[config.mk]
export PLATFORM = sky130hd
export DESIGN_NAME = answer_sequencer
export DESIGN_NICKNAME = d
export VERILOG_FILES = /design/src/rtl/answer_pkg.sv /design/src/rtl/answer_sequencer.sv
export SDC_FILE = /design/constraint.sdc
export NUM_CORES = 1
export LEC_CHECK = 0
export CAP_MARGIN = 20
export CORE_MARGIN = 1
export CORE_UTILIZATION = 48
export CTS_BUF_LIST = sky130_fd_sc_hd__clkbuf_4
export CTS_CLUSTER_DIAMETER = 50
export DETAILED_ROUTE_END_ITERATION = 12
export GPL_TIMING_DRIVEN = 0
export PLACE_DENSITY_LB_ADDON = 0.05
export SLEW_MARGIN = 15
export SYNTH_ARGS = -nofsm -noshare
export SYNTH_HDL_FRONTEND = slang
export SYNTH_SLANG_ARGS = --single-unit
[constraint.sdc]
create_clock -name clk -period 1.76 [get_ports clk]
set_input_delay 0.352 -clock clk [delete_from_list [all_inputs] [get_ports clk]]
set_output_delay 0.352 -clock clk [all_outputs]
set_load 0.005 [all_outputs]
[src/rtl/answer_pkg.sv]
// -----------------------------------------------------------------------------
// answer_pkg
// Shared definitions for the answer sequencer: bus widths, parameter defaults
// and the FSM state encoding.
// Configuration macro: ANSWER_CHECKSUM_EN adds the CSUM state to the encoding.
// -----------------------------------------------------------------------------
package answer_pkg;

  localparam int ADDR_W        = 5;
  localparam int DATA_W        = 8;
  localparam int LAT_CNT_W     = 4;   // holds LAT+1 for LAT up to 7
  localparam int FRAME_LEN_DEF = 18;
  localparam int LAT_DEF       = 1;

  typedef enum logic [2:0] {
    ST_IDLE = 3'd0,
    ST_WAIT = 3'd1,
    ST_SEND = 3'd2,
    ST_DONE = 3'd3
`ifdef ANSWER_CHECKSUM_EN
    ,
    ST_CSUM = 3'd4
`endif
  } state_e;

endpackage

[src/rtl/answer_sequencer.sv]
// -----------------------------------------------------------------------------
// answer_sequencer
// Reads FRAME_LEN bytes from a registered responder (addr -> rd_data after LAT
// cycles) and streams them to a byte transmitter over a valid/ready handshake.
// With ANSWER_CHECKSUM_EN defined, a modulo-256 sum of the frame bytes is
// appended as one extra byte.
//
// Ports
//   clk      in   system clock, rising edge
//   rst      in   asynchronous reset, active low
//   start    in   one-cycle frame request (honoured only in IDLE)
//   addr     out  byte address to the responder
//   rd_data  in   responder byte for addr
//   tx_data  out  byte offered to the transmitter
//   tx_valid out  tx_data valid
//   tx_ready in   transmitter accepts
//   busy     out  frame in progress
//   done     out  one-cycle end-of-frame pulse
//   overrun  out  sticky: start seen while not IDLE, cleared by next accepted start
// -----------------------------------------------------------------------------
module answer_sequencer
  import answer_pkg::*;
#(
  parameter int FRAME_LEN = FRAME_LEN_DEF,
  parameter int LAT       = LAT_DEF
) (
  input  logic              clk,
  input  logic              rst,
  input  logic              start,
  output logic [ADDR_W-1:0] addr,
  input  logic [DATA_W-1:0] rd_data,
  output logic [DATA_W-1:0] tx_data,
  output logic              tx_valid,
  input  logic              tx_ready,
  output logic              busy,
  output logic              done,
  output logic              overrun
);

  localparam logic [ADDR_W-1:0]    LAST_IDX = ADDR_W'(FRAME_LEN - 1);
  localparam logic [LAT_CNT_W-1:0] LAT_LOAD = LAT_CNT_W'(LAT + 1);

  state_e                r_state;
  logic [ADDR_W-1:0]     r_index;
  logic [LAT_CNT_W-1:0]  r_lat_cnt;
`ifdef ANSWER_CHECKSUM_EN
  logic [DATA_W-1:0]     r_csum;
`endif

  logic w_hs;
  assign w_hs = tx_valid & tx_ready;

  // NOTE: all state and outputs are registered here with non-blocking
  // assignments so every read in this block sees the pre-edge value.
  always_ff @(posedge clk or negedge rst) begin
    if (!rst) begin
      r_state   <= ST_IDLE;
      addr      <= '0;
      tx_data   <= '0;
      tx_valid  <= 1'b0;
      busy      <= 1'b0;
      done      <= 1'b0;
      overrun   <= 1'b0;
      r_index   <= '0;
      r_lat_cnt <= '0;
`ifdef ANSWER_CHECKSUM_EN
      r_csum    <= '0;
`endif
    end else begin
      // done is a pulse: only the transition into DONE raises it.
      done <= 1'b0;

      case (r_state)
        ST_IDLE: begin
          addr     <= '0;
          tx_valid <= 1'b0;
          busy     <= 1'b0;
          if (start) begin
            r_state   <= ST_WAIT;
            busy      <= 1'b1;
            r_index   <= '0;
            r_lat_cnt <= LAT_LOAD;
            overrun   <= 1'b0;
`ifdef ANSWER_CHECKSUM_EN
            r_csum    <= '0;
`endif
          end
        end

        // Counter is loaded with LAT+1 on the addr-update edge, so the capture
        // below lands on the (LAT+1)th edge after it.
        ST_WAIT: begin
          if (r_lat_cnt <= LAT_CNT_W'(1)) begin
            r_lat_cnt <= '0;
            tx_data   <= rd_data;
            tx_valid  <= 1'b1;
            r_state   <= ST_SEND;
          end else begin
            r_lat_cnt <= r_lat_cnt - LAT_CNT_W'(1);
          end
        end

        ST_SEND: begin
          if (w_hs) begin
`ifdef ANSWER_CHECKSUM_EN
            r_csum <= r_csum + tx_data;
`endif
            if (r_index < LAST_IDX) begin
              addr      <= addr + ADDR_W'(1);
              r_index   <= r_index + ADDR_W'(1);
              r_lat_cnt <= LAT_LOAD;
              tx_valid  <= 1'b0;
              r_state   <= ST_WAIT;
            end else begin
`ifdef ANSWER_CHECKSUM_EN
              // Fold the byte being accepted into the sum directly; tx_valid
              // stays high so the checksum is offered on the next cycle.
              tx_data <= r_csum + tx_data;
              r_state <= ST_CSUM;
`else
              tx_valid <= 1'b0;
              done     <= 1'b1;
              r_state  <= ST_DONE;
`endif
            end
          end
        end

`ifdef ANSWER_CHECKSUM_EN
        ST_CSUM: begin
          if (w_hs) begin
            tx_valid <= 1'b0;
            done     <= 1'b1;
            r_state  <= ST_DONE;
          end
        end
`endif

        ST_DONE: begin
          addr    <= '0;
          busy    <= 1'b0;
          r_state <= ST_IDLE;
        end

        default: r_state <= ST_IDLE;
      endcase

      // A request outside IDLE never disturbs the running frame; it is only
      // flagged.
      if (start && (r_state != ST_IDLE)) overrun <= 1'b1;
    end
  end

endmodule

==> implementation parameters, run 1 <==
Parameter                              Value

Run status
  Result of the run    finished with violations
  Violations in the final reports    DRC, setup timing

Global routing
  Vias in the first global route    about 1200
  Pin count of the biggest net entering global routing    29
  Antenna violations before repair    0
  Wire length of the first global-routing pass    about 5300 um
  Global route overflow    0
  GRT Total Usage    a little over a fifth

STA
  Setup repair after global routing missed its margin    true
  Fin Setup TNS    -0.0168 ns
  Final setup viols    1
  Fin worst setup slack    -0.0168 ns
  Highest clock rate    about 560 MHz
  Smallest hold slack    ~0.015 ns
  Max-Slew Margin vs Limit    between 50% and 60%
  Final clock skew    0.00513 ns
  Final worst-path cycle share    101%
  Count of endpoints failing hold in the final timing report    0
  Final count of pins violating max slew    0
  Slew at the pin with the worst max-slew slack    0.620 ns
  Final critical delay including setup and external delays    approximately 1.8 ns

Routing
  Wire length per cell    15.0 um
  Routed wire length    ~3200 um
  Total vias in the final route    1200
  Violation count after the first detailed-route iteration    60
  DR DRC count    5
  Count of antenna-violating nets left after detailed routing    0
  Total iterations of the first detailed-routing run    8
  Via density per instance    5.69

Finish
  Antenna diodes    0
  Area grow syn2layout    34.5%
  Fraction of layout cells with a size suffix above 1    25.0%
  Post-layout net count    between 200 and 250
  Leading cell type in the layout, fill and taps excluded    sky130_fd_sc_hd__clkdlybuf4s50_1
  Leading cell types in the layout, fill and taps excluded    27 x sky130_fd_sc_hd__clkdlybuf4s50_1, 26 x sky130_fd_sc_hd__dfrtp_1, 11 x sky130_fd_sc_hd__o21ai_0

Synth
  Post-synthesis sequential element count    28
  Post-synth ARST share    100%
  Synthesized instance count    140
  Synth Flop Type    sky130_fd_sc_hd__dfrtp_1
  Mean area per synthesized cell    just over 10 um^2
  Number of enable-type register cells in the synthesized netlist    0
  Number of distinct library cells after synthesis    35
  Post-Syn Nets    160
  Sequential cell area fraction in the yosys report    between 40% and 50%
  Number of warnings reported in the yosys synthesis log    0
  Post-synthesis instance area    1450 um^2

Placement
  Placer Congestion    slightly below 0.8
  Detail Placement HPWL    between 2000 and 2500 um
  Count of port buffers added during placement    28

Worst setup path
  Flop2flop setup slack    -0.02 ns
  Capturing element type of the critical path    flop
  Start point of the critical path    r_index[2]$_DFFE_PN0P_
  Largest fanout of any net on the critical path    4
  End of the critical path    r_index[4]$_DFFE_PN0P_
  Classification of the worst setup path    reg2reg
  Worst Path Arrival    2.03 ns
  Required time at the worst-slack endpoint    approximately 2.0 ns
  R2r startpoint    r_index[2]$_DFFE_PN0P_
  Reg2Reg Depth    4
  Setup crit start kind    flop
  Crit Reg-Reg Endpoint    r_index[4]$_DFFE_PN0P_

Clock tree
  Worst-Skew Late Latency    between 0.3 and 0.4 ns
  H-tree Lvls    1
  Clock tree from TritonCTS    yes
  Number of buffers inserted during clock tree synthesis    3
  Sinks on Clock Net    28
  Longest Clk Path Bufs    2
  CTS root buffer    sky130_fd_sc_hd__clkbuf_4
  Clock-pin slew of the registers on the worst-case setup and hold paths    0.15 ns

Floorplanning
  Boundary pin count    29
  Die width    around 57 um
  Floorplan die height    between 50 and 60 um
  Number of placement rows    19
  Core Area    ~2800 um^2
  Die Footprint    around 3200 um^2
  Initial Utilization    51.7%

Power
  Relative contribution of sequential cells to total power    between 30 and 40%
  Proportion of power drawn by combinational gates    57.6%
  Maximum vdd drop    around 0.00081 V
  Int Pwr    approximately 1900 uW
  Proportion of power drawn by the clock network    around 8.6%
  Net Sw Frac    39.6%
  Final Total Pwr    around 3200 uW
  Power per cell area    around 1600 nW/um^2
  P_sw    roughly 1300 uW
  Leakage Power    0.000829 uW

Run
  Max-cap check violation count    0

Min path
  Hold Path Class    in2async
-- registers in the layout, indices dropped and copies added (netlist names) --
name / cells
busy: 1
r_index: 5
addr: 5
tx_data: 8
done: 1
tx_valid: 1
r_lat_cnt: 4
r_state: 2
overrun: 1
-- synthesized netlist by cell type, drive strengths merged, types with 2 or more instances --
cell type   n  share of area (%)
nand2b      3                1.3
a21oi       2               0.69
or3         2               0.86
nand3b      2                1.0
o211ai      5                2.9
mux2        8                6.2
nand4       2               0.86
ha          8                6.9
or4         2                1.3
nand4b      2                1.2
o31ai       5                2.6
and2        3                1.3
dfrtp      28                 48
nand2      13                3.4
nor2        6                1.6
inv         9                2.3
nor3        3                1.0
nand3      11                3.8
o21ai      13                4.5
-- power groups by stage --
stage | Sequential, uW | Clock (uW) | Combinational (uW)
finish | 1070 | 273 | 1820
global route | 1100 | 305 | 1990
CTS | 1060 | 283 | 1660
detailed placement | 1080 | 0 | 1510
global placement | 1060 | 0 | 1450
floorplan | 1070 | 0 | 907
-- per-stage QoR --
| stage | setup WS [ns] | std cells | util (%) | area, um^2 |
|---|---|---|---|---|
| final | -0.0168 | 211 | 69.5 | 1950 |
| after detailed placement | -0.200 | 199 | 62.8 | 1760 |
| after floorplan | 0.0375 | 140 | - | 1450 |
| after CTS | -0.0477 | 208 | 66.4 | 1860 |
| after global placement | -0.159 | 199 | 63.0 | 1770 |
| after global routing | -0.0736 | 211 | 69.5 | 1950 |
-- area by class of cell --
cell class / count / area (um^2)
clock inverter: 1 / 3.75
clock buffer: 3 / 22.5
fill: 222 / 856
tap: 31 / 38.8
inverter: 9 / 33.8
timing repair buffer: 37 / 343
sequential: 28 / 703
buffer: 1 / 11.3
multi-input combinational: 101 / 793
-- metal layers --
metal,up-vias,track usage [%],wire [um]
li1,592,-,-
met1,583,25.5,1310
met2,21,37.3,1730
met3,4,3.40,94
met4,0,7.67,25
met5,-,0,0
-- logic make-up (layout without fill, tap and decap cells) --
kind of cell             count (synthesis)  in the layout  share of synthesized area (%)
AND/OR/NAND/NOR                         52             52                           19.6
AO/OA/AOI/OAI                           32             32                           15.3
flip-flops                              28             28                           48.4
buffers and inverters                   11             51                           2.94
multiplexers                             9              9                           6.91
adder cells (fa/ha/maj)                  8              8                           6.91
-- worst min path at each step --
stage	slack (ns)	endpoint	depth (start not counted)
3_5_place_dp	0.40	r_index[3]$_DFFE_PN0P_	1
3_3_place_gp	0.48	busy$_DFFE_PN0N_	2
5_1_grt	0.05	addr[4]$_DFFE_PN0P_	1
4_1_cts	0.02	addr[4]$_DFFE_PN0P_	1
2_1_floorplan	0.06	addr[0]$_DFFE_PN0P_	0
6_report	0.01	addr[4]$_DFFE_PN0P_	1
-- critical path, stage by stage, from the launching register on --
cell and delay, ns:
sky130_fd_sc_hd__dfrtp_2 0.47, sky130_fd_sc_hd__or4_4 0.57, sky130_fd_sc_hd__a311oi_4 0.35, sky130_fd_sc_hd__nand2_2 0.13, sky130_fd_sc_hd__o31ai_2 0.18
-- what timing repair did --
item / 4_1_cts / 5_1_grt
endpoints found under the setup margin: 21 / 20
pin swaps: 1 / 8
hold buffers: 0 / 0
gates cloned: 0 / 0
buffers inserted: 5 / 4
hold endpoints to repair: 0 / 0
gates resized for setup: 10 / 17
No activity file was read; power rests on OpenSTA's default activity.
==> run 2: changes to the inputs <==
--- a/config.mk
+++ b/config.mk
@@ -6,6 +6,7 @@
 export NUM_CORES = 1
 export LEC_CHECK = 0
 export CAP_MARGIN = 20
+export CORE_ASPECT_RATIO = 0.8
 export CORE_MARGIN = 1
 export CORE_UTILIZATION = 48
 export CTS_BUF_LIST = sky130_fd_sc_hd__clkbuf_4
==> constraint.sdc (replaced) <==
create_clock -name clk -period 1.76 [get_ports clk]
set_input_delay 0.264 -clock clk [delete_from_list [all_inputs] [get_ports clk]]
set_output_delay 0.264 -clock clk [all_outputs]
set_load 0.005 [all_outputs]
==> run 2 against run 1 <==
Compared with the run above: the flow now finishes without violations; hold slack better by 0.46 ns; wire length is 2.4% higher; setup slack better by 0.026 ns; combinational power is essentially flat; critical endpoint is now r_index[1]$_DFFE_PN0P_.
==> implementation parameters, run 2 (synthesized netlist as in run 1, its figures left out) <==
Parameter                              Value

Run status
  Result of the run    finished clean

Finish
  Largest registers ranked by flip-flop count    tx_data x8, addr x5, r_index x5
  Area grow syn2layout    34.6%
  Post-layout net count    between 200 and 250
  Post-Route Utilization    a little over two thirds
  Final Cell Area    1950 um^2
  Max reg flops    8
  Leading cell types in the layout, fill and taps excluded    27 x sky130_fd_sc_hd__clkdlybuf4s50_1, 26 x sky130_fd_sc_hd__dfrtp_1, 13 x sky130_fd_sc_hd__buf_4
  Fraction of layout cells with a size suffix above 1    between 20% and 30%
  Area taken by flip-flops and latches    roughly 700 um^2
  Footprint of the multi-input gates    around 760 um^2
  Antenna diodes    0
  Leading cell type in the layout, fill and taps excluded    sky130_fd_sc_hd__clkdlybuf4s50_1
  Register bank with the most flops    tx_data
  Count of filler cells inserted in the layout    217

Clock tree
  Number of buffers inserted during clock tree synthesis    3
  CTS root buffer    sky130_fd_sc_hd__clkbuf_4
  Clock tree from TritonCTS    yes
  Worst-Skew Late Latency    roughly 0.32 ns
  Sinks on Clock Net    28
  Clock-pin slew of the registers on the worst-case setup and hold paths    ~0.13 ns
  Longest Clk Path Bufs    2
  H-tree Lvls    1

STA
  Final critical delay including setup and external delays    between 1.5 and 2 ns
  Final setup viols    0
  Setup repair after global routing missed its margin    true
  Max-Slew Margin vs Limit    57.8%
  Slew at the pin with the worst max-slew slack    0.633 ns
  Final count of pins violating max slew    0
  Final worst-path cycle share    99.5%
  Highest clock rate    571 MHz
  Fin worst setup slack    between 0.009 and 0.01 ns
  Final clock skew    between 0.002 and 0.003 ns
  Smallest hold slack    0.475 ns
  Count of endpoints failing hold in the final timing report    0

Routing
  DR DRC count    0
  Wire length per cell    around 15 um
  Total iterations of the first detailed-routing run    4
  Total vias in the final route    between 1000 and 1500
  Count of antenna-violating nets left after detailed routing    0
  Via density per instance    roughly 5.6
  Violation count after the first detailed-route iteration    50
  Routed wire length    3230 um

Power
  Relative contribution of sequential cells to total power    approximately a third
  Proportion of power drawn by the clock network    under 10%
  Maximum vdd drop    between 0.0009 and 0.001 V
  Net Sw Frac    approximately 39%
  Int Pwr    approximately 2000 uW
  Final Total Pwr    between 3000 and 4000 uW
  Leakage Power    0.000843 uW
  P_sw    about 1200 uW
  Power per cell area    approximately 1600 nW/um^2
  Proportion of power drawn by combinational gates    58.4%

Global routing
  Antenna violations before repair    0
  Pin count of the biggest net entering global routing    29
  Vias in the first global route    around 1200
  GRT Total Usage    a little over a fifth
  Wire length of the first global-routing pass    between 5000 and 6000 um
  Global route overflow    0

Worst setup path
  Flop2flop setup slack    approximately 0.0095 ns
  Start point of the critical path    r_index[2]$_DFFE_PN0P_
  Setup crit start kind    flop
  R2r startpoint    r_index[2]$_DFFE_PN0P_
  Worst Path Arrival    2.02 ns
  Required time at the worst-slack endpoint    2.03 ns
  End of the critical path    r_index[1]$_DFFE_PN0P_
  Largest fanout of any net on the critical path    6
  Classification of the worst setup path    reg2reg
  Capturing element type of the critical path    flop
  Crit Reg-Reg Endpoint    r_index[1]$_DFFE_PN0P_
  Reg2Reg Depth    6

Floorplanning
  Floorplan die height    about 51 um
  Core Area    around 2800 um^2
  Die Footprint    around 3200 um^2
  Die width    ~63 um
  Number of placement rows    17
  Initial Utilization    a little over 50%
  Boundary pin count    29

Min path
  Hold Path Class    in2async

Run
  Max-cap check violation count    0

Placement
  Placer Congestion    slightly above 0.8
  Placement Setup Slack    -0.172 ns
  Cell area after placement    between 1500 and 2000 um^2
  Count of port buffers added during placement    28
  Detail Placement HPWL    between 2000 and 2500 um
## run 2: through the flow
stage               setup TNS (ns)  instances
CTS                        -0.0726        213
finish                           0        221
global route                -0.207        221
global placement             -1.33        206
floorplan                        0        140
detailed placement           -1.79        206
## run 2: worst min path at each step
| stage | startpoint | endpoint | slack [ns] | cells past startpoint |
|---|---|---|---|---|
| after floorplan | rst | addr[0]$_DFFE_PN0P_ | -0.03 | 0 |
| after global placement | busy$_DFFE_PN0N_ | busy$_DFFE_PN0N_ | 0.47 | 2 |
| after detailed placement | rst | overrun$_DFFE_PN0P_ | 0.31 | 1 |
| after CTS | rst | done$_DFF_PN0_ | 0.49 | 2 |
| after global routing | rst | overrun$_DFFE_PN0P_ | 0.51 | 2 |
| final | rst | overrun$_DFFE_PN0P_ | 0.47 | 2 |
## run 2: timing repair
item	in CTS	in global routing
hold buffers	1	0
setup buffers	3	9
gates resized for setup	7	11
endpoints found under the setup margin	21	13
pin swaps	2	9
hold endpoints to repair	28	0
## run 2: area by class of cell
| class | instances | share of cell area, % |
|---|---|---|
| plain buffers | 1 | 0.385 |
| repair buffers | 41 | 19.2 |
| clock buffers | 3 | 1.15 |
| flip-flops and latches | 28 | 36.0 |
| inverters | 9 | 1.73 |
| multi-input cells | 101 | 39.0 |
| well taps | 38 | 2.44 |
## run 2: critical path, cell delays in order (launching register included)
cell	delay, ns
sky130_fd_sc_hd__dfrtp_2	0.48
sky130_fd_sc_hd__or4_4	0.54
sky130_fd_sc_hd__a311oi_2	0.28
sky130_fd_sc_hd__buf_4	0.17
sky130_fd_sc_hd__buf_4	0.10
sky130_fd_sc_hd__nand3_1	0.07
sky130_fd_sc_hd__nand2_1	0.06
## run 2: routing by layer
layer  vias up  GRT usage, %  part of all wire [%]  wire [um]
met5         -             0                     0          0
met4         0          9.09                   1.3         42
met3         4          5.58                   5.5        179
met2        43          32.6                    47       1530
met1       580          29.6                    46       1480
li1        601             -                     -          -
## run 2: power by group through the flow
stage	Clock [uW]	Sequential [uW]	Combinational (uW)
final	254	1070	1850
after global routing	291	1100	2030
after CTS	270	1060	1620
after detailed placement	0	1080	1500
after global placement	0	1060	1450
after floorplan	0	1070	907
==> run 3: changes to the inputs <==
--- a/config.mk
+++ b/config.mk
@@ -8,7 +8,7 @@
 export CAP_MARGIN = 20
 export CORE_ASPECT_RATIO = 0.8
 export CORE_MARGIN = 1
-export CORE_UTILIZATION = 48
+export CORE_UTILIZATION = 50
 export CTS_BUF_LIST = sky130_fd_sc_hd__clkbuf_4
 export CTS_CLUSTER_DIAMETER = 50
 export DETAILED_ROUTE_END_ITERATION = 12
==> constraint.sdc (replaced) <==
create_clock -name clk -period 2.3 [get_ports clk]
set_input_delay 0.345 -clock clk [delete_from_list [all_inputs] [get_ports clk]]
set_output_delay 0.345 -clock clk [all_outputs]
set_load 0.005 [all_outputs]
==> run 3 against run 2 <==
Compared with the run above: hold slack got worse by 0.47 ns; critical path depth increased by 1; largest power group unchanged; non-clock buffer count decreased by 12; flip-flop and latch count unchanged; highest routed layer unchanged; first-iteration DRC count increased by 38%; clock-buffer cell count unchanged; core utilization decreased by 4.5 points; largest cell class unchanged.
==> implementation parameters, run 3 (synthesized netlist as in run 1, its figures left out) <==
Parameter                              Value

Floorplanning
  Boundary pin count    29
  Initial Utilization    52.4%
  Die width    slightly above 60 um
  Core Area    between 2000 and 3000 um^2
  Number of placement rows    17
  Die Footprint    between 3000 and 4000 um^2
  Floorplan die height    50.1 um

STA
  Setup repair after global routing missed its margin    false
  Slew at the pin with the worst max-slew slack    roughly 0.64 ns
  Final setup viols    0
  Max-Slew Margin vs Limit    a little under three fifths
  Final worst-path cycle share    88.0%
  Highest clock rate    494 MHz
  Final clock skew    ~0.0035 ns
  Fin Setup TNS    0 ns
  Count of endpoints failing hold in the final timing report    0
  Final count of pins violating max slew    0
  Final critical delay including setup and external delays    approximately 2.0 ns

Routing
  Wire length per cell    13.9 um
  Sum of met3 wire segment lengths after detailed routing    about 100 um
  Total iterations of the first detailed-routing run    4
  Total vias in the final route    about 1200
  Uppermost layer routed    met4
  Routed length on met1    roughly 1500 um
  DR DRC count    0
  Routed wire length    between 2000 and 3000 um
  Violation count after the first detailed-route iteration    between 60 and 70
  Count of antenna-violating nets left after detailed routing    0
  Via density per instance    between 5 and 6
  Met2 wirelength from detailed routing    around 1300 um

Clock tree
  Worst-Skew Late Latency    0.33 ns
  Post-CTS setup buffer count    0
  Clock-pin slew of the registers on the worst-case setup and hold paths    roughly 0.15 ns
  Number of buffers inserted during clock tree synthesis    3
  Sinks on Clock Net    28
  CTS root buffer    sky130_fd_sc_hd__clkbuf_4
  Longest Clk Path Bufs    2
  H-tree Lvls    1
  Clock tree from TritonCTS    yes
  Count of instances resized after the clock tree is built    0
  Hold bufs inserted after CTS    0

Finish
  Fraction of layout cells with a size suffix above 1    around a tenth
  Register bank with the most flops    tx_data
  Largest registers ranked by flip-flop count    tx_data x8, addr x5, r_index x5
  Antenna diodes    0
  Leading cell types in the layout, fill and taps excluded    28 x sky130_fd_sc_hd__dfrtp_1, 27 x sky130_fd_sc_hd__clkdlybuf4s50_1, 13 x sky130_fd_sc_hd__nand2_1
  Post-layout net count    193
  Count of filler cells inserted in the layout    ~250
  Leading cell type in the layout, fill and taps excluded    sky130_fd_sc_hd__dfrtp_1
  Max reg flops    8
  Final Cell Area    about 1800 um^2
  Area grow syn2layout    24.1%

Global routing
  Wire length of the first global-routing pass    around 5100 um
  Global route overflow    0
  Vias in the first global route    between 1000 and 1500
  Antenna violations before repair    0
  Pin count of the biggest net entering global routing    29
  GRT Total Usage    between 20 and 25%

Power
  Final Total Pwr    2170 uW
  Power per cell area    between 1000 and 1500 nW/um^2
  Maximum vdd drop    0.000631 V
  Leakage Power    roughly 0.00077 uW

Placement
  Placer Congestion    just under 0.8
  Count of port buffers added during placement    28
  Cell area after placement    roughly 1800 um^2
  Detail Placement HPWL    approximately 2200 um

Worst setup path
  Capturing element type of the critical path    flop
  Required time at the worst-slack endpoint    between 2 and 3 ns
  Worst Path Arrival    roughly 2.3 ns
  Setup crit start kind    flop
  Largest fanout of any net on the critical path    10
  Classification of the worst setup path    reg2reg

Min path
  Hold Path Class    in2async

Run
  Max-cap check violation count    0

Run status
  Result of the run    finished clean
==> run 3: power breakdown <==
group	internal (uW)	switching (uW)
registers	673	143
logic	571	574
clock network	63.8	146
==> run 3: per-stage QoR <==
stage / setup slack [ns] / hold slack (ns) / util, % / instances
after floorplan: 0.577 / 0.0494 / - / 140
after CTS: 0.310 / 0.0231 / 65.0 / 210
after global placement: 0.365 / 0.467 / 64.3 / 206
after detailed placement: 0.324 / 0.404 / 64.1 / 206
after global routing: 0.162 / 0.0461 / 65.0 / 210
final: 0.276 / 0.00710 / 65.0 / 210
==> run 3: layout make-up <==
type	instances	area (um^2)	area share, %
Sequential cell	28	701	39.0
Buffer	2	8.76	0.487
Tap cell	38	47.5	2.64
Inverter	9	33.8	1.88
Timing Repair Buffer	28	275	15.3
Clock inverter	1	3.75	0.209
Multi-Input combinational cell	101	706	39.2
Clock buffer	3	22.5	1.25
==> run 3: worst max-delay path, stage by stage (launching register included) <==
cell and delay (ns):
sky130_fd_sc_hd__dfrtp_1 0.45, sky130_fd_sc_hd__inv_1 0.11, sky130_fd_sc_hd__ha_1 0.22, sky130_fd_sc_hd__buf_2 0.18
sky130_fd_sc_hd__nand2_1 0.14, sky130_fd_sc_hd__o211ai_1 0.25, sky130_fd_sc_hd__or4_1 0.53, sky130_fd_sc_hd__nand3_1 0.10
==> run 3: path summary, 6_finish.rpt <==
| path | end | startpoint | slack [ns] | cells past startpoint |
|---|---|---|---|---|
| setup / recovery | r_index[3]$_DFFE_PN0P_ | r_state[0]$_DFFE_PN0P_ | 0.28 | 7 |
| min in group clk | busy$_DFFE_PN0N_ | busy$_DFFE_PN0N_ | 0.51 | 2 |
| hold / removal | overrun$_DFFE_PN0P_ | rst | 0.007 | 1 |
| hold reg to reg | busy$_DFFE_PN0N_ | busy$_DFFE_PN0N_ | 0.51 | 2 |
| setup reg to reg | r_index[3]$_DFFE_PN0P_ | r_state[0]$_DFFE_PN0P_ | 0.28 | 7 |
| max in group asynchronous | tx_data[4]$_DFFE_PN0P_ | rst | 1.88 | 1 |
==> run 3: layer usage <==
layer,vias to the layer above,GRT usage (%)
met1,566,28.2
met4,0,6.20
met2,39,34.1
met3,4,4.09
li1,577,-
met5,-,0
